$ cat config.mk
export PLATFORM = sky130hd
export DESIGN_NAME = bus_rr_arbiter
export DESIGN_NICKNAME = d
export VERILOG_FILES = /design/src/rtl/bus_rr_arbiter.sv
export SDC_FILE = /design/constraint.sdc
export NUM_CORES = 1
export LEC_CHECK = 0
export CAP_MARGIN = 30
export CELL_PAD_IN_SITES_DETAIL_PLACEMENT = 1
export CELL_PAD_IN_SITES_GLOBAL_PLACEMENT = 2
export CORE_MARGIN = 2
export CORE_UTILIZATION = 19
export DETAILED_ROUTE_END_ITERATION = 8
export GPL_TIMING_DRIVEN = 0
export HOLD_SLACK_MARGIN = 0.08
export PLACE_DENSITY = 0.83
export SLEW_MARGIN = 20
export SYNTH_ARGS = -nofsm -noshare
export SYNTH_HDL_FRONTEND = slang
export SYNTH_SLANG_ARGS = --single-unit
export TNS_END_PERCENT = 30
$ cat constraint.sdc
create_clock -name clk -period 2.7 [get_ports clk]
set_clock_uncertainty 0.1 [all_clocks]
set_input_delay 0.54 -clock clk [delete_from_list [all_inputs] [get_ports clk]]
set_output_delay 0.54 -clock clk [all_outputs]
set_load 0.005 [all_outputs]
$ cat src/rtl/bus_rr_arbiter.sv
// Round-robin arbiter that shares one slave port between NUM_MST masters.
// A master holds the grant for a single transfer, then priority moves to the next index.
// A watchdog aborts a granted transfer that the slave never accepts.
//
// state | meaning
// IDLE  | no grant; the next requester is picked from rr_ptr upward
// BUSY  | one master granted; its request is forwarded to the slave
module bus_rr_arbiter #(
    parameter int NUM_MST = 2,
    parameter int AW      = 4,
    parameter int DW      = 4,
    parameter int TIMEOUT = 15
) (
    input  logic                  clk,
    input  logic                  rst_n,
    input  logic [NUM_MST-1:0]    mst_valid,
    input  logic [NUM_MST*AW-1:0] mst_addr,
    input  logic [NUM_MST*DW-1:0] mst_wdata,
    output logic [NUM_MST*DW-1:0] mst_rdata,
    output logic [NUM_MST-1:0]    mst_ready,
    output logic                  slv_valid,
    output logic [AW-1:0]         slv_addr,
    output logic [DW-1:0]         slv_wdata,
    input  logic [DW-1:0]         slv_rdata,
    input  logic                  slv_ready,
    output logic [NUM_MST-1:0]    grant,
    output logic                  busy,
    output logic                  timeout_err
);

    localparam int IW = (NUM_MST > 1) ? $clog2(NUM_MST) : 1;
    localparam int CW = $clog2(TIMEOUT + 1);

    typedef enum logic {
        ST_IDLE = 1'b0,
        ST_BUSY = 1'b1
    } state_t;

    state_t             state_q;
    logic [NUM_MST-1:0] grant_q;
    logic [IW-1:0]      rr_ptr_q;
    logic [CW-1:0]      wait_cnt_q;
    logic               timeout_err_q;

    logic [IW-1:0]      gidx;
    logic [IW-1:0]      pick_idx;
    logic               pick_found;
    logic [NUM_MST-1:0] req_rot;
    logic [IW-1:0]      ptr_adv_d;
    logic               g_valid;
    logic               hs;

    // Index of the granted master, decoded from the one-hot grant register.
    always_comb begin
        gidx = '0;
        for (int i = 0; i < NUM_MST; i++) begin
            if (grant_q[i]) gidx = IW'(i);
        end
    end

    // Requests rotated so bit 0 is the master at rr_ptr; the first set bit wins.
    always_comb begin
        req_rot    = NUM_MST'({mst_valid, mst_valid} >> rr_ptr_q);
        pick_found = 1'b0;
        pick_idx   = rr_ptr_q;
        for (int k = 0; k < NUM_MST; k++) begin
            if (!pick_found && req_rot[k]) begin
                pick_found = 1'b1;
                pick_idx   = IW'((int'(rr_ptr_q) + k) % NUM_MST);
            end
        end
    end

    assign ptr_adv_d = (gidx == IW'(NUM_MST - 1)) ? '0 : gidx + 1'b1;
    assign g_valid   = mst_valid[gidx];
    assign hs        = (state_q == ST_BUSY) && g_valid && slv_ready;

    // Forward the granted master to the slave and route the response back to it alone.
    always_comb begin
        slv_valid = 1'b0;
        slv_addr  = '0;
        slv_wdata = '0;
        mst_ready = '0;
        mst_rdata = '0;
        if (state_q == ST_BUSY) begin
            slv_valid                   = g_valid;
            slv_addr                    = mst_addr[gidx*AW +: AW];
            slv_wdata                   = mst_wdata[gidx*DW +: DW];
            mst_ready[gidx]             = slv_ready & g_valid;
            mst_rdata[gidx*DW +: DW]    = slv_rdata;
        end
    end

    // Arbitration FSM: grant, round-robin pointer, watchdog and error pulse.
    always_ff @(posedge clk or negedge rst_n) begin
        if (!rst_n) begin
            state_q       <= ST_IDLE;
            grant_q       <= '0;
            rr_ptr_q      <= '0;
            wait_cnt_q    <= '0;
            timeout_err_q <= 1'b0;
        end else begin
            timeout_err_q <= 1'b0;
            case (state_q)
                ST_IDLE: begin
                    wait_cnt_q <= '0;
                    if (pick_found) begin
                        grant_q <= NUM_MST'(1) << pick_idx;
                        state_q <= ST_BUSY;
                    end
                end
                ST_BUSY: begin
                    // A withdrawn request ends the transfer like a handshake, minus the error.
                    if (hs || !g_valid) begin
                        state_q    <= ST_IDLE;
                        grant_q    <= '0;
                        rr_ptr_q   <= ptr_adv_d;
                        wait_cnt_q <= '0;
                    end else if (wait_cnt_q == CW'(TIMEOUT - 1)) begin
                        state_q       <= ST_IDLE;
                        grant_q       <= '0;
                        rr_ptr_q      <= ptr_adv_d;
                        wait_cnt_q    <= '0;
                        timeout_err_q <= 1'b1;
                    end else begin
                        wait_cnt_q <= wait_cnt_q + 1'b1;
                    end
                end
                default: begin
                    state_q <= ST_IDLE;
                    grant_q <= '0;
                end
            endcase
        end
    end

    assign grant       = grant_q;
    assign busy        = (state_q == ST_BUSY);
    assign timeout_err = timeout_err_q;

endmodule

* Word level (Yosys, flattened, before mapping) *
Index checks and enable logic that the tools add are counted.
W data, S select, Z words.

storage, ports and cells
  flip-flop bits (word level) = 9
  latch bits = 0
  memory bits (writable) = 0
  ROM bits = 0
  input port bits = 25
  output and inout port bits = 23
  word-level logic and storage cells = 64
  memories = 0

cells by class
  add/sub/neg operators = 4
  $mul = 0
  divide/modulo/power cells = 0
  magnitude comparators = 2
  eq/ne operators = 3
  shift-type cells = 6
  mux-type cells = 30
  bitwise gates (word level) = 4
  reductions and logical operators = 10

operators with widths
  kind                      number
  $neg A3 Y34               1
  $shift A4 B34 Y8 const A  1
  $shiftx A4 B34 Y8         1
  $mux W1                   17
  $mux W4                   4
  $shiftx A8 B4 Y4          2
  $and A8 B8 Y8             1
  $mux W2                   4
  $mux W8                   1
  $pmux W4 S2               1
  $add A4 B1 Y4 const B     1
  $eq A4 B4 Y1 const B      1
  $logic_and A1 B1 Y1       4
  $pmux W2 S2               1
  $reduce_and A2 Y1         2
  $shr A4 B1 Y2             1
  $ne A3 B1 Y1 const B      1
  $add A1 B1 Y1 const B     2
  $and A2 B2 Y2             1
  $logic_not A1 Y1          2
  $lt A1 B2 Y1 const B      1
  $ne A2 B2 Y1 const B      1
  $pmux W1 S2               1
  $reduce_bool A2 Y1        1
  other kinds (6)           6

* Depth between registers and ports, before layout *
  depth in word-level cells = 8
  mapped depth = 5
  gate-level depth less buffers = 5

* Least setup slack after synthesis *
No wires, ideal clock.

  path type = register -> output
  start = reg state_q, in the netlist busy
  end = out slv_addr[0]
  arrival = 973 ps
  required time = 2060 ps
  path slack = 1087 ps
  cell stages (with the launch flop) = 4
  path buffers = 2
  cell sequence = dfrtp_1 > buf_2 > clkbuf_1 > nor2b_1

on the way
  cells in the longest elaborated chain, start to end = 1

ends and longest elaborated chain
  what                    line  source
  from (decl)             39    state_t state_q;
  from (signal assigned)  97    state_q <= ST_IDLE;
  from (signal assigned)  109   state_q <= ST_BUSY;
  from (signal assigned)  115   state_q <= ST_IDLE;
  $mux W4                 85    if (state_q == ST_BUSY) begin
  to (decl)               22    output logic [AW-1:0] slv_addr,

Every way passes these cells.

* Worst setup path after layout *
  start = in mst_valid[1]
  end = out mst_ready[1]

on the way
  cells in the longest elaborated chain, start to end = 5

ends and longest elaborated chain
  what                                         line  source
  from (decl)                                  16    input logic [NUM_MST-1:0] mst_valid,
  $mux W1 (implied by the code) (2 in series)  75    assign g_valid = mst_valid[gidx];
  $and A1 B1 Y1                                89    mst_ready[gidx] = slv_ready & g_valid;
  $and A2 B2 Y2 (no source line)               --
  $mux W2                                      85
  to (decl)                                    20    output logic [NUM_MST-1:0] mst_ready,

Every way passes these cells. The select of a mux whose other input is x is not followed.

==> results.yml <==
setup_path:
  critical_path.startpoint_type: "input pin"
  slowest_delay_ns: 0.62
  end_kind: "output pin"
  timing_worst_setup_path_type: "input pin to output pin"
  cp.required_ns: 2.06
  cp_common_cell: "clkdlybuf4s50_1"
  reg2regPathDepth: 5
  crit_chain: "clkdlybuf4s50_1 -> nand3_1 -> nor2_1 -> clkdlybuf4s50_1"
  path_max_fanout: 7
  timing.rr.start: "wait_cnt_q[0]"
  ff2ff_setup_slack_ns: 1.21
  critPathSlowestCell: "clkdlybuf4s50_1"
  critPathArrivalTime_ns: 1.96
  path_delay_family: "buffers and inverters"
  path_buf_inv: 2
  r2r_end: "rr_ptr_q"
  cp.depth: 4
drt:
  drcViolationCount: 0
  vias: 726
  drt-wirelength-per-cell_um: 13.1
  wirelength_um: 2230
  drtIter0Drc: 7
  via_per_inst: 4.25
  drt_first_pass_iters: 4
  ant_nets: 0
pwr:
  clockPowerShare: 0.116
  internal_power_mw: 0.590
  combPwrFrac: 0.676
  p_sw_mw: 0.307
  p_leak_nw: 0.521
  power.total_mw: 0.897
  p_per_area_nw_per_um2: 721
  sw_frac_of_total: 0.342
  p_seq_frac: 0.208
  irDropWorstVdd_mv: 0.232
timing:
  finalHoldViolCount: 0
  drv_slew: 0
  fin_crit_ns: 2.60
  setup_slack_ns: 0.102
  final.setup.tns_ns: 0
  fmax_mhz: 385
  rsz0062_at_grt: "no"
  slew_headroom: 0.727
  hold_ws_ns: 0.394
  finalSetupViolations: 0
  finalCritPeriodShare: 0.962
  worst_pin_slew_ns: 0.409
cells_and_area:
  n_antenna_cell: 0
  n_fill_cell: 418
  area_growth_pct: 80.7
  drive_above_1_share: 0.0960
  num-nets-final: 153
  final_area_um2: 1240
clocking:
  cts_hold_buf: 0
  cts_tree: "done"
  cts.path.max_buffers: 2
  cts.sinks: 9
  post_cts_buffers: 0
  cts-resized-gates: 0
  cts_buffers: 3
  clk_latency_ns: 0.26
  cts_root_buffer: "clkbuf_4"
  cts_max_level: 1
  clkTransAtPathRegs_ns: 0.06
synthesis:
  avgSynthCellArea_um2: 9.30
  syn_area_um2: 688
  yosys.area.top_type: "dfrtp_1"
  synth_seq_cells: 9
  synth_top_area_frac: 0.327
  synth_sequential_area_ratio: 0.327
  synth_fp_nets: 101
  synth.area.top_cells: "dfrtp_1, mux2i_1, nor2b_1"
  synthCells: 74
  post_synth_num_cell_types: 26
  synth.yosys.warnings: 0
min_path:
  min_path_cells: 1
  min_path_type: "flip-flop to flip-flop"
  min_to: "wait_cnt_q[0]"
  min_from: "wait_cnt_q[0]"
die:
  core-area_um2: 3420
  start_util: 0.201
  ios: 48
  die_area_um2: 4120
  dieHeight_um: 64.2
  rows: 21
  die_w_um: 64.2
run_status:
  status: "completed"
grt:
  grt_pass1_wl_um: 3520
  antenna_found_initial: 0
  grt.overflow.total: 0
  first_global_vias: 781
  grt_usage: 0.109
  grt_max_degree: 11
run:
  drv_cap: 0
placement:
  gp_congestion: 0.750
  dp_hpwl_um: 1850
  port-buffer-count: 47
  placed_cell_area_um2: 1220
  place_ws_ns: 0.113
## synth_stat cells
| master | number |
|---|---|
| dfrtp_1 | 9 |
| nor2b_1 | 9 |
| mux2i_1 | 8 |
| nor2_1 | 7 |
| and3_1 | 6 |
| nand2_1 | 5 |
| and2_1 | 4 |
| inv_1 | 3 |
| nand3_1 | 3 |
| buf_6 | 2 |
| ha_1 | 2 |
| o22ai_1 | 2 |
| a221o_1 | 1 |
| a2bb2oi_1 | 1 |
| a31oi_1 | 1 |
| buf_2 | 1 |
| buf_4 | 1 |
| clkbuf_1 | 1 |
| mux2i_2 | 1 |
| nand4b_4 | 1 |
| nor2b_2 | 1 |
| nor3b_1 | 1 |
| o21a_1 | 1 |
| o22ai_2 | 1 |
| xnor2_1 | 1 |
| xor2_1 | 1 |
## stage by stage
step | utilization | instances
after floorplan | - | 74
after global placement | 0.356 | 167
after detailed placement | 0.356 | 167
after CTS | 0.364 | 171
after global routing | 0.364 | 171
final | 0.364 | 171
## cells in the final DEF, fill, tap and decap left out
| cell type | instances |
|---|---|
| buf_4 | 1 |
| mux2i_2 | 1 |
| nand4b_4 | 1 |
| nor2_1 | 7 |
| a31oi_1 | 1 |
| buf_6 | 2 |
| and3_1 | 6 |
| o22ai_1 | 2 |
| xor2_1 | 1 |
| o22ai_2 | 1 |
| mux2i_1 | 8 |
| clkbuf_2 | 1 |
| clkbuf_1 | 1 |
| nand3_1 | 3 |
| a221o_1 | 1 |
| nand2_1 | 5 |
| nor2b_1 | 9 |
| nor2b_2 | 1 |
| and2_1 | 4 |
| dfrtp_1 | 9 |
| ha_1 | 2 |
| clkdlybuf4s50_1 | 47 |
| nor3b_1 | 1 |
| xnor2_1 | 1 |
| a2bb2oi_1 | 1 |
| o21a_1 | 1 |
| clkbuf_4 | 3 |
| buf_2 | 1 |
| inv_1 | 3 |
## power by group through the flow
stage	sequential, mW	clock (mW)	combinational (mW)
3_3_place_gp	0.187	0	0.605
2_1_floorplan	0.184	0	0.302
6_report	0.187	0.104	0.606
3_5_place_dp	0.190	0	0.616
5_1_grt	0.192	0.115	0.660
4_1_cts	0.187	0.107	0.621
## final cells by class
type | count | area [um^2] | area share
sequential | 9 | 225 | 0.181
multi-input combinational | 57 | 413 | 0.332
clock buffer | 4 | 26.3 | 0.0211
timing repair buffer | 47 | 470 | 0.378
buffer | 5 | 40.0 | 0.0322
inverter | 3 | 11.3 | 0.00905
tap | 46 | 57.6 | 0.0463
## per-layer routing
metal / track usage / share of wire / vias up
li1: - / - / 354
met1: 0.111 / 0.39 / 335
met2: 0.211 / 0.52 / 35
met3: 0.0317 / 0.083 / 2
met4: 0.0319 / 0.0058 / 0
met5: 0 / 0 / -
## registers in the layout (all words and copies together) (netlist names)
name / flops
wait_cnt_q: 4
busy: 1
rr_ptr_q: 1
grant: 2
timeout_err: 1
## cell families (layout without fill, tap and decap cells)
group,Yosys count,after routing,synth area share
and+or+nand+nor,37,37,0.318
muxes,9,9,0.136
DFF,9,9,0.327
buffers and inverters,8,59,0.0727
AOI/OAI and AO/OA,7,7,0.0836
adders and majority gates,2,2,0.0364
xor gates and xnor gates,2,2,0.0255
## how the worst max path moves through the flow
stage / start / endpoint / slack [ns]
6_report: mst_valid[1] / mst_ready[1] / 0.10
5_1_grt: mst_valid[1] / mst_ready[1] / 0.03
4_1_cts: busy / slv_addr[1] / 0.02
3_5_place_dp: mst_valid[1] / slv_valid / 0.11
3_3_place_gp: mst_valid[0] / slv_valid / 0.12
2_1_floorplan: busy / slv_addr[0] / 1.09
Note: power is estimated with default switching activity, not from simulation.
